**config.mk**
```make
export PLATFORM = sky130hd
export DESIGN_NAME = uart_tx_arbiter
export DESIGN_NICKNAME = d
export VERILOG_FILES = /design/src/rtl/uart_tx_arbiter.sv
export SDC_FILE = /design/constraint.sdc
export NUM_CORES = 1
export LEC_CHECK = 0
export CORE_MARGIN = 2
export CORE_UTILIZATION = 35
export CTS_CLUSTER_SIZE = 28
export DETAILED_ROUTE_END_ITERATION = 10
export HOLD_SLACK_MARGIN = 0.02
export PLACE_DENSITY_LB_ADDON = 0.15
export SLEW_MARGIN = 20
export SYNTH_ARGS = -nofsm -noshare
export SYNTH_HDL_FRONTEND = slang
export SYNTH_SLANG_ARGS = --single-unit
```
**constraint.sdc**
```tcl
create_clock -name clk -period 3.1 [get_ports clk]
set_clock_uncertainty 0.15 [all_clocks]
set_input_delay 0.93 -clock clk [delete_from_list [all_inputs] [get_ports clk]]
set_output_delay 0.93 -clock clk [all_outputs]
set_load 0.03 [all_outputs]
```
**src/rtl/uart_tx_arbiter.sv**
```systemverilog
// Packet-locked round-robin arbiter sharing one UART TX write port
// between two byte-stream requesters, with a mid-packet stall watchdog.
module uart_tx_arbiter #(
    parameter int DATA_WIDTH = 8,
    parameter int TIMEOUT    = 1023
) (
    input  logic                  clk,
    input  logic                  reset,
    input  logic                  req0_valid,
    input  logic [DATA_WIDTH-1:0] req0_data,
    input  logic                  req0_last,
    output logic                  req0_ready,
    input  logic                  req1_valid,
    input  logic [DATA_WIDTH-1:0] req1_data,
    input  logic                  req1_last,
    output logic                  req1_ready,
    input  logic                  tx_full,
    output logic                  wr_uart,
    output logic [DATA_WIDTH-1:0] w_data,
    output logic [1:0]            owner,
    output logic                  abort
);

    typedef enum logic [1:0] {
        IDLE   = 2'b00,
        GRANT0 = 2'b01,
        GRANT1 = 2'b10
    } state_t;

    localparam logic [15:0] TIMEOUT_LAST = 16'(TIMEOUT - 1);

    state_t          state;
    state_t          state_next;
    logic            last_owner;
    logic            last_owner_next;
    logic [15:0]     idle_cnt;
    logic [15:0]     idle_cnt_next;
    logic            abort_next;

    logic                  sel;
    logic                  g_valid;
    logic                  g_last;
    logic [DATA_WIDTH-1:0] g_data;

    // Only the granted requester's inputs are ever looked at.
    assign sel     = (state == GRANT1);
    assign g_valid = sel ? req1_valid : req0_valid;
    assign g_last  = sel ? req1_last  : req0_last;
    assign g_data  = sel ? req1_data  : req0_data;
    assign owner   = 2'(state);

    always_ff @(posedge clk or posedge reset) begin
        if (reset) begin
            state      <= IDLE;
            last_owner <= 1'b1;
            idle_cnt   <= '0;
            abort      <= 1'b0;
        end else begin
            state      <= state_next;
            last_owner <= last_owner_next;
            idle_cnt   <= idle_cnt_next;
            abort      <= abort_next;
        end
    end

    always_comb begin
        state_next      = state;
        last_owner_next = last_owner;
        idle_cnt_next   = idle_cnt;
        abort_next      = 1'b0;
        wr_uart         = 1'b0;
        w_data          = '0;
        req0_ready      = 1'b0;
        req1_ready      = 1'b0;
        unique case (state)
            IDLE: begin
                idle_cnt_next = '0;
                if (req0_valid && (!req1_valid || last_owner)) begin
                    state_next = GRANT0;
                end else if (req1_valid) begin
                    state_next = GRANT1;
                end
            end
            GRANT0, GRANT1: begin
                if (sel) begin
                    req1_ready = ~tx_full;
                end else begin
                    req0_ready = ~tx_full;
                end
                wr_uart = g_valid & ~tx_full;
                w_data  = g_data;
                // A stalled-but-valid owner is not idle; only a silent one is.
                if (g_valid) begin
                    idle_cnt_next = '0;
                    if (!tx_full && g_last) begin
                        state_next      = IDLE;
                        last_owner_next = sel;
                    end
                end else if (idle_cnt == TIMEOUT_LAST) begin
                    state_next      = IDLE;
                    abort_next      = 1'b1;
                    last_owner_next = sel;
                    idle_cnt_next   = '0;
                end else begin
                    idle_cnt_next = idle_cnt + 16'd1;
                end
            end
            default: begin
                state_next = IDLE;
            end
        endcase
    end

endmodule

```
**After elaboration in Yosys (flattened, before gate mapping)**

Cells that the tools add are included.

- Bits in registers: 20
- Logic and storage cells: 49

- Reductions and logical operators: 11
- Add/subtract/negate cells: 1
- Bitwise logic cells: 2
- Equal/unequal tests: 7
- Multiplexer cells: 24

Operators with widths:

| cell | count |
|---|---|
| $mux W16 | 2 |
| $pmux W16 S2 | 1 |
| $add A16 B1 Y16 const B | 1 |
| $eq A16 B10 Y1 const B | 1 |
| $mux W8 | 2 |
| $mux W1 | 13 |
| $mux W2 | 5 |
| $ne A3 B3 Y1 const B | 3 |
| $reduce_and A3 Y1 | 2 |
| $pmux W2 S2 | 1 |
| $reduce_bool A2 Y1 | 2 |
| $eq A2 B1 Y1 const B | 1 |
| $eq A2 B2 Y1 const B | 1 |
| $logic_and A1 B1 Y1 | 2 |
| $logic_not A1 Y1 | 2 |
| $logic_not A2 Y1 | 1 |
| $ne A2 B1 Y1 const B | 1 |
| $reduce_or A2 Y1 | 1 |
| $and A1 B1 Y1 | 1 |
| $logic_or A1 B1 Y1 | 1 |
| $not A1 Y1 | 1 |

**Longest topological paths before layout**

Gate-level depths: netlist of the first run.

- Depth in word-level cells: 6
- Depth in mapped cells: 8
- Gate-level depth less buffers: 6

**Worst setup path after synthesis of the first run**

No wires, ideal clock.

- Path kind: reg-to-output
- From: reg state[0], in the netlist owner[0]
- To: out w_data[1]
- Path slack: 0.023 ns
- Data required time: 2.020 ns
- Path buffers: 2
- Cell stages (with the launch flop): 7
- Arrival: 1.997 ns
- Cells stage by stage: dfrtp_1 inv_1 ha_1 clkbuf_1 buf_1 mux2i_1 nor2b_1

- Word-level cells in the longest chain between the ends: 3
- Elaborated cells on any way between the ends: 5
- Classes of those cells: eq/ne: 2; mux: 2; reduce/logical: 1

Ends and longest elaborated chain:

| what | line | source |
|---|---|---|
| start: declaration | 32 | `state_t state;` |
| start signal: assignment | 59 | `state <= state_next;` |
| $eq A2 B2 Y1 (*) | 46 | `assign sel = (state == GRANT1);` |
| via sel | 40 | `logic sel;` |
| $mux W8 or $reduce_or A2 Y1 (tied branches) | 49, 75 |  |
| $mux W8 (*) | 75 | `unique case (state)` |
| end: declaration | 19 | `output logic [DATA_WIDTH-1:0] w_data,` |

Mark *: on every way through the listed nets, which the timed path passes. The rest lies on a longest branch.

**Worst setup path after layout of the first run**

- From: in tx_full
- To: out req0_ready

- Word-level cells in the longest chain between the ends: 3

Ends and longest elaborated chain:

| what | line | source |
|---|---|---|
| start: declaration | 17 | `input logic tx_full,` |
| $not A1 Y1 | 88 | `req0_ready = ~tx_full;` |
| $mux W1 | 85 | `if (sel) begin` |
| $mux W1 | 75 |  |
| end: declaration | 12 | `output logic req0_ready,` |

No other way between the ends.

==> results of run 1 <==
==> final cells by class <==
cell class / count / area, µm²
multi-input cells: 116 / 781
repair buffers: 39 / 355
fillers: 359 / 1890
well taps: 48 / 60.1
flip-flops and latches: 20 / 502
inverters: 6 / 22.5
clock buffers: 4 / 55.1
==> worst max path at each step <==
stage                            end
final                     req0_ready
after global routing      req0_ready
after CTS                 req0_ready
after detailed placement  req0_ready
after global placement    req0_ready
after floorplan            w_data[1]
==> state kept, by name, summed over array words and instances (netlist names) <==
register	flops
abort	1
idle_cnt	16
last_owner	1
owner	2
==> metal layers <==
layer	routed length, µm	part of all wire	GRT usage
met1	1310	0.45	0.182
met2	1450	0.50	0.258
met3	118	0.041	0.0171
met4	31	0.011	0.0599
met5	0	0	0
==> power groups by stage <==
stage | logic, µW | clock network [µW] | registers (µW)
after floorplan | 483 | 0 | 333
after CTS | 715 | 208 | 313
final | 705 | 200 | 313
after global routing | 763 | 217 | 317
after detailed placement | 710 | 0 | 318
after global placement | 702 | 0 | 317
==> placed cells by master (no fill, tap or decap), drive strengths merged, types with 2 or more instances in the layout <==
cell and instances:
nor3 5, nor4 5, xnor2 11, nand2 11, o211ai 3, buf 14, a21oi 2, nand4 8
nand2b 3, ha 5, mux2i 10, nor2 18, dfrtp 19, clkbuf 4, clkdlybuf4s50 25, o21ai 5
inv 6, nand3 5, nor2b 9
==> kinds of logic (layout without fill, tap and decap cells) <==
group           after synthesis  after routing  share of synthesized area
xor+xnor                     12             12                     0.0789
compound gates               16             16                     0.0892
flops                        20             20                      0.377
fa+ha+maj                     5              5                     0.0469
buf+inv                      11             49                     0.0376
simple gates                 72             72                      0.287
mux                          11             11                     0.0836
==> per-stage QoR <==
step                hold WS, ns  worst slack (ns)  utilization
global placement          0.375             0.187        0.470
detailed placement        0.385             0.151        0.470
global route              0.425             0.112        0.485
floorplan                 0.351            0.0230            -
finish                    0.401             0.163        0.485
CTS                       0.404             0.143        0.485
==> worst max-delay path, delay by kind of cell <==
| family | cells | cell delay [ns] |
|---|---|---|
| AND/OR/NAND/NOR | 2 | 0.30 |
| buffers and inverters | 2 | 0.64 |
==> impl_metrics.toml, run 1 <==
[power_and_ir_drop]
combinationalPowerShare = 0.579
clkPwrFrac = 0.164
ir_drop_uv = 552
p_seq_frac = 0.257
pwr_density_cell_nw_per_um2 = 686
switching_share = 0.433
internal_power_uw = 691
power_uw = 1220
power.leakage_uw = 0.000694
p_switching_uw = 528

[global_routing]
grt_first_pass_wirelength_um = 5000
grt_usage = 0.147
grt_pass1_vias = 1183
grt_max_degree = 21
grt_antenna_before_repair = 0
grt_remaining_overflow = 0

[timing]
setup_viol_count_final = 0
period_needed_ns = 2.94
max_freq_mhz = 341
finalHoldViolations = 0
rsz0062_at_grt = "false"
tightest_slew_ns = 0.765
max-slew-margin-rel = 0.490
timing.final.crit_share = 0.947
fin_tns_setup_ns = 0
slew_violations = 0

[synth]
ys_top_cells_by_area = "dfrtp_1 (36%), mux2i_1 (7.5%), xnor2_1 (7.2%)"
mappedNetlistArea_um2 = 1330
synth_top_area_share = 0.357
synth_cells = 147
synth_cell_types = 38
ys_seq_area_frac = 0.377
synth_edf_count = 0
synth_top_area_cell = "dfrtp_1"
async_reset_ff_frac = 1.00
synth.top_cells.by_count = "dfrtp_1 (19), nor2_1 (18), nand2_1 (11), xnor2_1 (11), mux2i_1 (10)"
yosys_warnings = 0
syn-num-nets = 175
yosys_register_bits = 20
syn_avg_cell_area_um2 = 9.06
synthFlopType = "dfrtp_1"
synthMostInstantiatedCell = "dfrtp_1"

[detailed_routing]
routed_wl_um = 2910
wl_per_cell_um = 12.5
vias_per_cell = 5.20
antenna_left = 0
drc = 0
drtIter0Drc = 56
first_pass_iters = 4
vias = 1212

[cts]
cts_resized = 0
ctsHoldBuffers = 0
clkSinkCount = 20
clock_tree.buffer_depth = 2
cts_tree = "built"
cts_made_buffers = 3
clk_pin_slew_ns = 0.07
cts_setup_buffers = 0
root_buffer = "clkbuf_8"
clkLatencyLatePin_ns = 0.26
htree_levels = 1

[setup_path]
r2r_end = "idle_cnt[5]"
rr_worst_depth = 6
regToRegStartpoint = "idle_cnt[0]"
crit_path_start_kind = "input pin"
path_max_fanout = 5
end_kind = "output port"
r2r_slack_ns = 0.67
crit_chain = "clkdlybuf4s50_1, nand2b_1, nor2_1, buf_4"
critPathMaxStageDelay_ns = 0.47
crit_required_ns = 2.02
crit_start = "tx_full"
critPathKind = "input pin to output port"
worstPathArrival_ns = 1.86
slowest_stage = "clkdlybuf4s50_1"

[final_layout]
nets = 214
syn2layout_area_growth_pct = 33.2
design_area_um2 = 1780
antenna_cells = 0
instances_no_fill = 233
drive_gt1_frac = 0.130

[floorplan]
io_pins = 37
rows = 22
dieArea_um2 = 4320
die_w_um = 65.7
initial_core_util = 0.364
core_um2 = 3660
die_y_um = 65.7

[min_path]
hold_path_depth = 2
min_to = "idle_cnt[1]"
worstHoldStart = "idle_cnt[1]"
hold_path_class = "flip-flop to flip-flop"

[run_status]
status = "finished clean"

[run]
max-cap-violations = 0

[placement]
dp.cells = 229
place_congestion = 0.749
dpl.hpwl_um = 2240
port_buffers = 36
placed_cell_area_um2 = 1720
Note: power is estimated with default switching activity, not from simulation.
==> run 2, diff against run 1 <==
Settings changed: CORE_UTILIZATION 35 to 30.
==> impl_metrics.toml, run 2 (same netlist as run 1, synthesis figures left out) <==
[global_routing]
grt_usage = 0.132
grt_pass1_vias = 1140
grt_first_pass_wirelength_um = 5300
grt_antenna_before_repair = 0
grt_remaining_overflow = 0
grt_max_degree = 21

[power_and_ir_drop]
pwr_density_cell_nw_per_um2 = 715
power.leakage_uw = 0.000701
ir_drop_uv = 359

[timing]
setup_viol_count_final = 0
max_freq_mhz = 341
slew_violations = 0
period_needed_ns = 2.94
timing.final.crit_share = 0.947
layout_setup_ws_ns = 0.164
max-slew-margin-rel = 0.469
rsz0062_at_grt = "false"
tightest_slew_ns = 0.795
finalHoldViolations = 0
fin_tns_setup_ns = 0

[floorplan]
initial_core_util = 0.308
rows = 24
io_pins = 37
die_y_um = 70.6
die_w_um = 70.6
core_um2 = 4320
dieArea_um2 = 4990

[min_path]
hold_path_class = "flip-flop to flip-flop"

[cts]
root_buffer = "clkbuf_8"
clkLatencyLatePin_ns = 0.26
cts_tree = "built"
clkSinkCount = 20
cts_resized = 0
cts_setup_buffers = 0
ctsHoldBuffers = 0
clk_pin_slew_ns = 0.08
cts_made_buffers = 3
htree_levels = 1
clock_tree.buffer_depth = 2

[setup_path]
crit_path_start_kind = "input pin"
path_max_fanout = 5
worstPathArrival_ns = 1.86
crit_chain = "clkdlybuf4s50_1, nand2b_1, nor2_1, buf_4"
critPathKind = "input pin to output port"
end_kind = "output port"
critPathBufInv = 2
critPathTopFamily = "buffers and inverters"
critPathMaxStageDelay_ns = 0.47
crit_required_ns = 2.02
slowest_stage = "clkdlybuf4s50_1"

[detailed_routing]
drtIter0Drc = 66
vias_per_cell = 5.03
first_pass_iters = 4
antenna_left = 0
routed_wl_um = 3130
wl_per_cell_um = 13.2
vias = 1191
drc = 0

[final_layout]
largest_register_ffs = 16
nets = 214
antenna_cells = 0
drive_gt1_frac = 0.130
syn2layout_area_growth_pct = 34.8
final_cell_mix = "clkdlybuf4s50_1 (25), dfrtp_1 (19), nor2_1 (18), buf_4 (14)"
largest_register = "idle_cnt"
layout_commonest_cell = "clkdlybuf4s50_1"

[run]
max-cap-violations = 0

[placement]
post-place-ws_ns = 0.158
port_buffers = 36
dpl.hpwl_um = 2360
place_congestion = 0.763

[run_status]
status = "finished clean"
==> run 2: changes by cell type in the layout (fill, tap and decap cells not counted) <==
cell	before	now
clkbuf_8	4	3
bufinv_16	0	1
==> run 2: cell type report <==
| type | instances | area [µm²] |
|---|---|---|
| clock buffer | 3 | 41.3 |
| clock inverter | 1 | 30.0 |
| timing repair buffer | 39 | 355 |
| inverter | 6 | 22.5 |
| multi-input combinational | 116 | 781 |
| fill | 438 | 2530 |
| tap | 52 | 65.1 |
| sequential | 20 | 502 |
==> run 2: through the flow <==
stage | hold WS (ns) | instance area, µm² | utilization | instances | power (µW)
floorplan | 0.351 | 1330 | - | 147 | 816
global placement | 0.376 | 1730 | 0.399 | 233 | 1030
detailed placement | 0.376 | 1730 | 0.399 | 233 | 1030
CTS | 0.390 | 1800 | 0.416 | 237 | 1300
global route | 0.418 | 1800 | 0.416 | 237 | 1380
finish | 0.386 | 1800 | 0.416 | 237 | 1280
==> run 2: where the power goes <==
group          switching, µW  total [µW]  internal (µW)
Clock                   93.8         266            173
Combinational            417         707            290
Sequential              23.4         311            288
==> run 2: worst paths after layout <==
| path | from | to | slack, ns | cells after the start |
|---|---|---|---|---|
| hold / removal | last_owner | last_owner | 0.39 | 2 |
| hold reg to reg | last_owner | last_owner | 0.39 | 2 |
| max in group asynchronous | reset | idle_cnt[11] | 1.35 | 2 |
| min in group asynchronous | reset | idle_cnt[8] | 0.96 | 2 |
| setup / recovery | tx_full | wr_uart | 0.16 | 4 |
| setup reg to reg | idle_cnt[0] | idle_cnt[12] | 0.69 | 6 |
==> run 2: worst min-delay path: stages (launching register included) <==
cell and delay [ns]:
dfstp_2 0.39, nand3_1 0.06, nand4_1 0.08
==> run 2: per-layer routing <==
layer	GRT usage	routed length, µm
met2	0.215	1460
met1	0.169	1480
met5	0	0
met4	0.0545	50
met3	0.0328	146
==> run 3, diff against run 2 <==
Settings changed: CORE_MARGIN 2 to 8, SLEW_MARGIN 20 to default.
==> impl_metrics.toml, run 3 (same netlist as run 1, synthesis figures left out) <==
[global_routing]
grt_remaining_overflow = 0
grt_pass1_vias = 1190
gr-usage-met3 = 0.0476
use_met2 = 0.164
top_usage_layer = "met2"
grt_antenna_before_repair = 0
globalRouteMet1Util = 0.129
grt_usage = 0.105
grt_max_degree = 21
grt_first_pass_wirelength_um = 5690

[floorplan]
core_um2 = 4320
io_pins = 37
dieArea_um2 = 6830
rows = 24
die_y_um = 82.6
die_w_um = 82.6
initial_core_util = 0.308

[run_status]
status = "finished clean"

[setup_path]
path_max_fanout = 5
worstPathArrival_ns = 1.88
crit_path_start_kind = "input pin"
r2r_slack_ns = 0.67
slowest_stage = "clkdlybuf4s50_1"
end_kind = "output port"
crit_start = "tx_full"
r2r_end = "idle_cnt[6]"
crit_required_ns = 2.02
regToRegStartpoint = "idle_cnt[0]"
crit_chain = "clkdlybuf4s50_1, nand2b_1, nor2_1, buf_4"
rr_worst_depth = 6
critPathMaxStageDelay_ns = 0.47
critPathKind = "input pin to output port"

[detailed_routing]
vias_per_cell = 4.97
drtIter0Drc = 66
vias = 1177
antenna_left = 0
drc = 0
first_pass_iters = 4
routed_wl_um = 3310
wl_per_cell_um = 14.0

[cts]
cts_resized = 0
clock_tree.buffer_depth = 2
htree_levels = 1
ctsHoldBuffers = 0
cts_setup_buffers = 0
clkSinkCount = 20
cts_tree = "built"
root_buffer = "clkbuf_8"
cts_made_buffers = 3
clkLatencyLatePin_ns = 0.26
clk_pin_slew_ns = 0.08

[final_layout]
largest_register = "idle_cnt"
final_cell_mix = "clkdlybuf4s50_1 (25), dfrtp_1 (19), nor2_1 (18), buf_4 (14)"
layout_commonest_cell = "clkdlybuf4s50_1"
instances_no_fill = 237
largest_register_ffs = 16
drive_gt1_frac = 0.130
syn2layout_area_growth_pct = 34.8
antenna_cells = 0
nets = 214

[min_path]
hold_path_class = "flip-flop to flip-flop"
worstHoldStart = "last_owner"
min_to = "last_owner"
hold_path_depth = 2

[timing]
finalHoldViolations = 0
setup_viol_count_final = 0
period_needed_ns = 2.96
slew_violations = 0
max_freq_mhz = 338
timing.final.crit_share = 0.954
rsz0062_at_grt = "false"
fin_tns_setup_ns = 0
tightest_slew_ns = 0.756
max-slew-margin-rel = 0.495

[placement]
place_congestion = 0.753
port_buffers = 36
dp.cells = 233
dpl.hpwl_um = 2640

[run]
max-cap-violations = 0

[power_and_ir_drop]
pwr_density_cell_nw_per_um2 = 716
ir_drop_uv = 470
power.leakage_uw = 0.000701
[run 3: cell counts in the layout (fill, tap and decap cells not counted)]
Identical to the previous run, type by type.
[run 3: worst max-delay path by stage]
stage	depth (start not counted)	slack, ns	endpoint
5_1_grt	4	0.05	wr_uart
3_5_place_dp	4	0.13	req0_ready
6_report	4	0.14	req0_ready
2_1_floorplan	6	0.02	w_data[1]
3_3_place_gp	4	0.17	req0_ready
4_1_cts	4	0.12	req0_ready
[run 3: layout make-up]
type,count,area (µm²)
Sequential cell,20,502
Clock buffer,3,41.3
Tap cell,52,65.1
Inverter,6,22.5
Clock inverter,1,30.0
Fill cell,434,2530
Timing Repair Buffer,39,355
Multi-Input combinational cell,116,781
[run 3: critical path, delay by kind of cell]
family | cells | cell delay (ns)
buffers and inverters | 2 | 0.64
and+or+nand+nor | 2 | 0.31
[run 3: report_power, final]
| group | switching (µW) | internal (µW) | leakage (µW) |
|---|---|---|---|
| Sequential | 26.0 | 288 | 0.000273 |
| Combinational | 423 | 289 | 0.000392 |
| Clock | 88.1 | 172 | 0.0000357 |
| Total | 537 | 750 | 0.000701 |
[run 3: per-stage QoR]
step | util | power, µW | hold slack [ns] | setup WS [ns] | area (µm²)
final | 0.416 | 1290 | 0.396 | 0.142 | 1800
after floorplan | - | 816 | 0.351 | 0.0230 | 1330
after CTS | 0.416 | 1310 | 0.399 | 0.124 | 1800
after detailed placement | 0.399 | 1040 | 0.384 | 0.134 | 1730
after global placement | 0.399 | 1030 | 0.371 | 0.170 | 1730
after global routing | 0.416 | 1380 | 0.436 | 0.0504 | 1800
[run 3: routing by layer]
| layer | vias to the layer above | share of wire |
|---|---|---|
| li1 | 593 | - |
| met1 | 544 | 0.45 |
| met2 | 38 | 0.47 |
| met3 | 2 | 0.074 |
| met4 | 0 | 0.0094 |
| met5 | - | 0 |
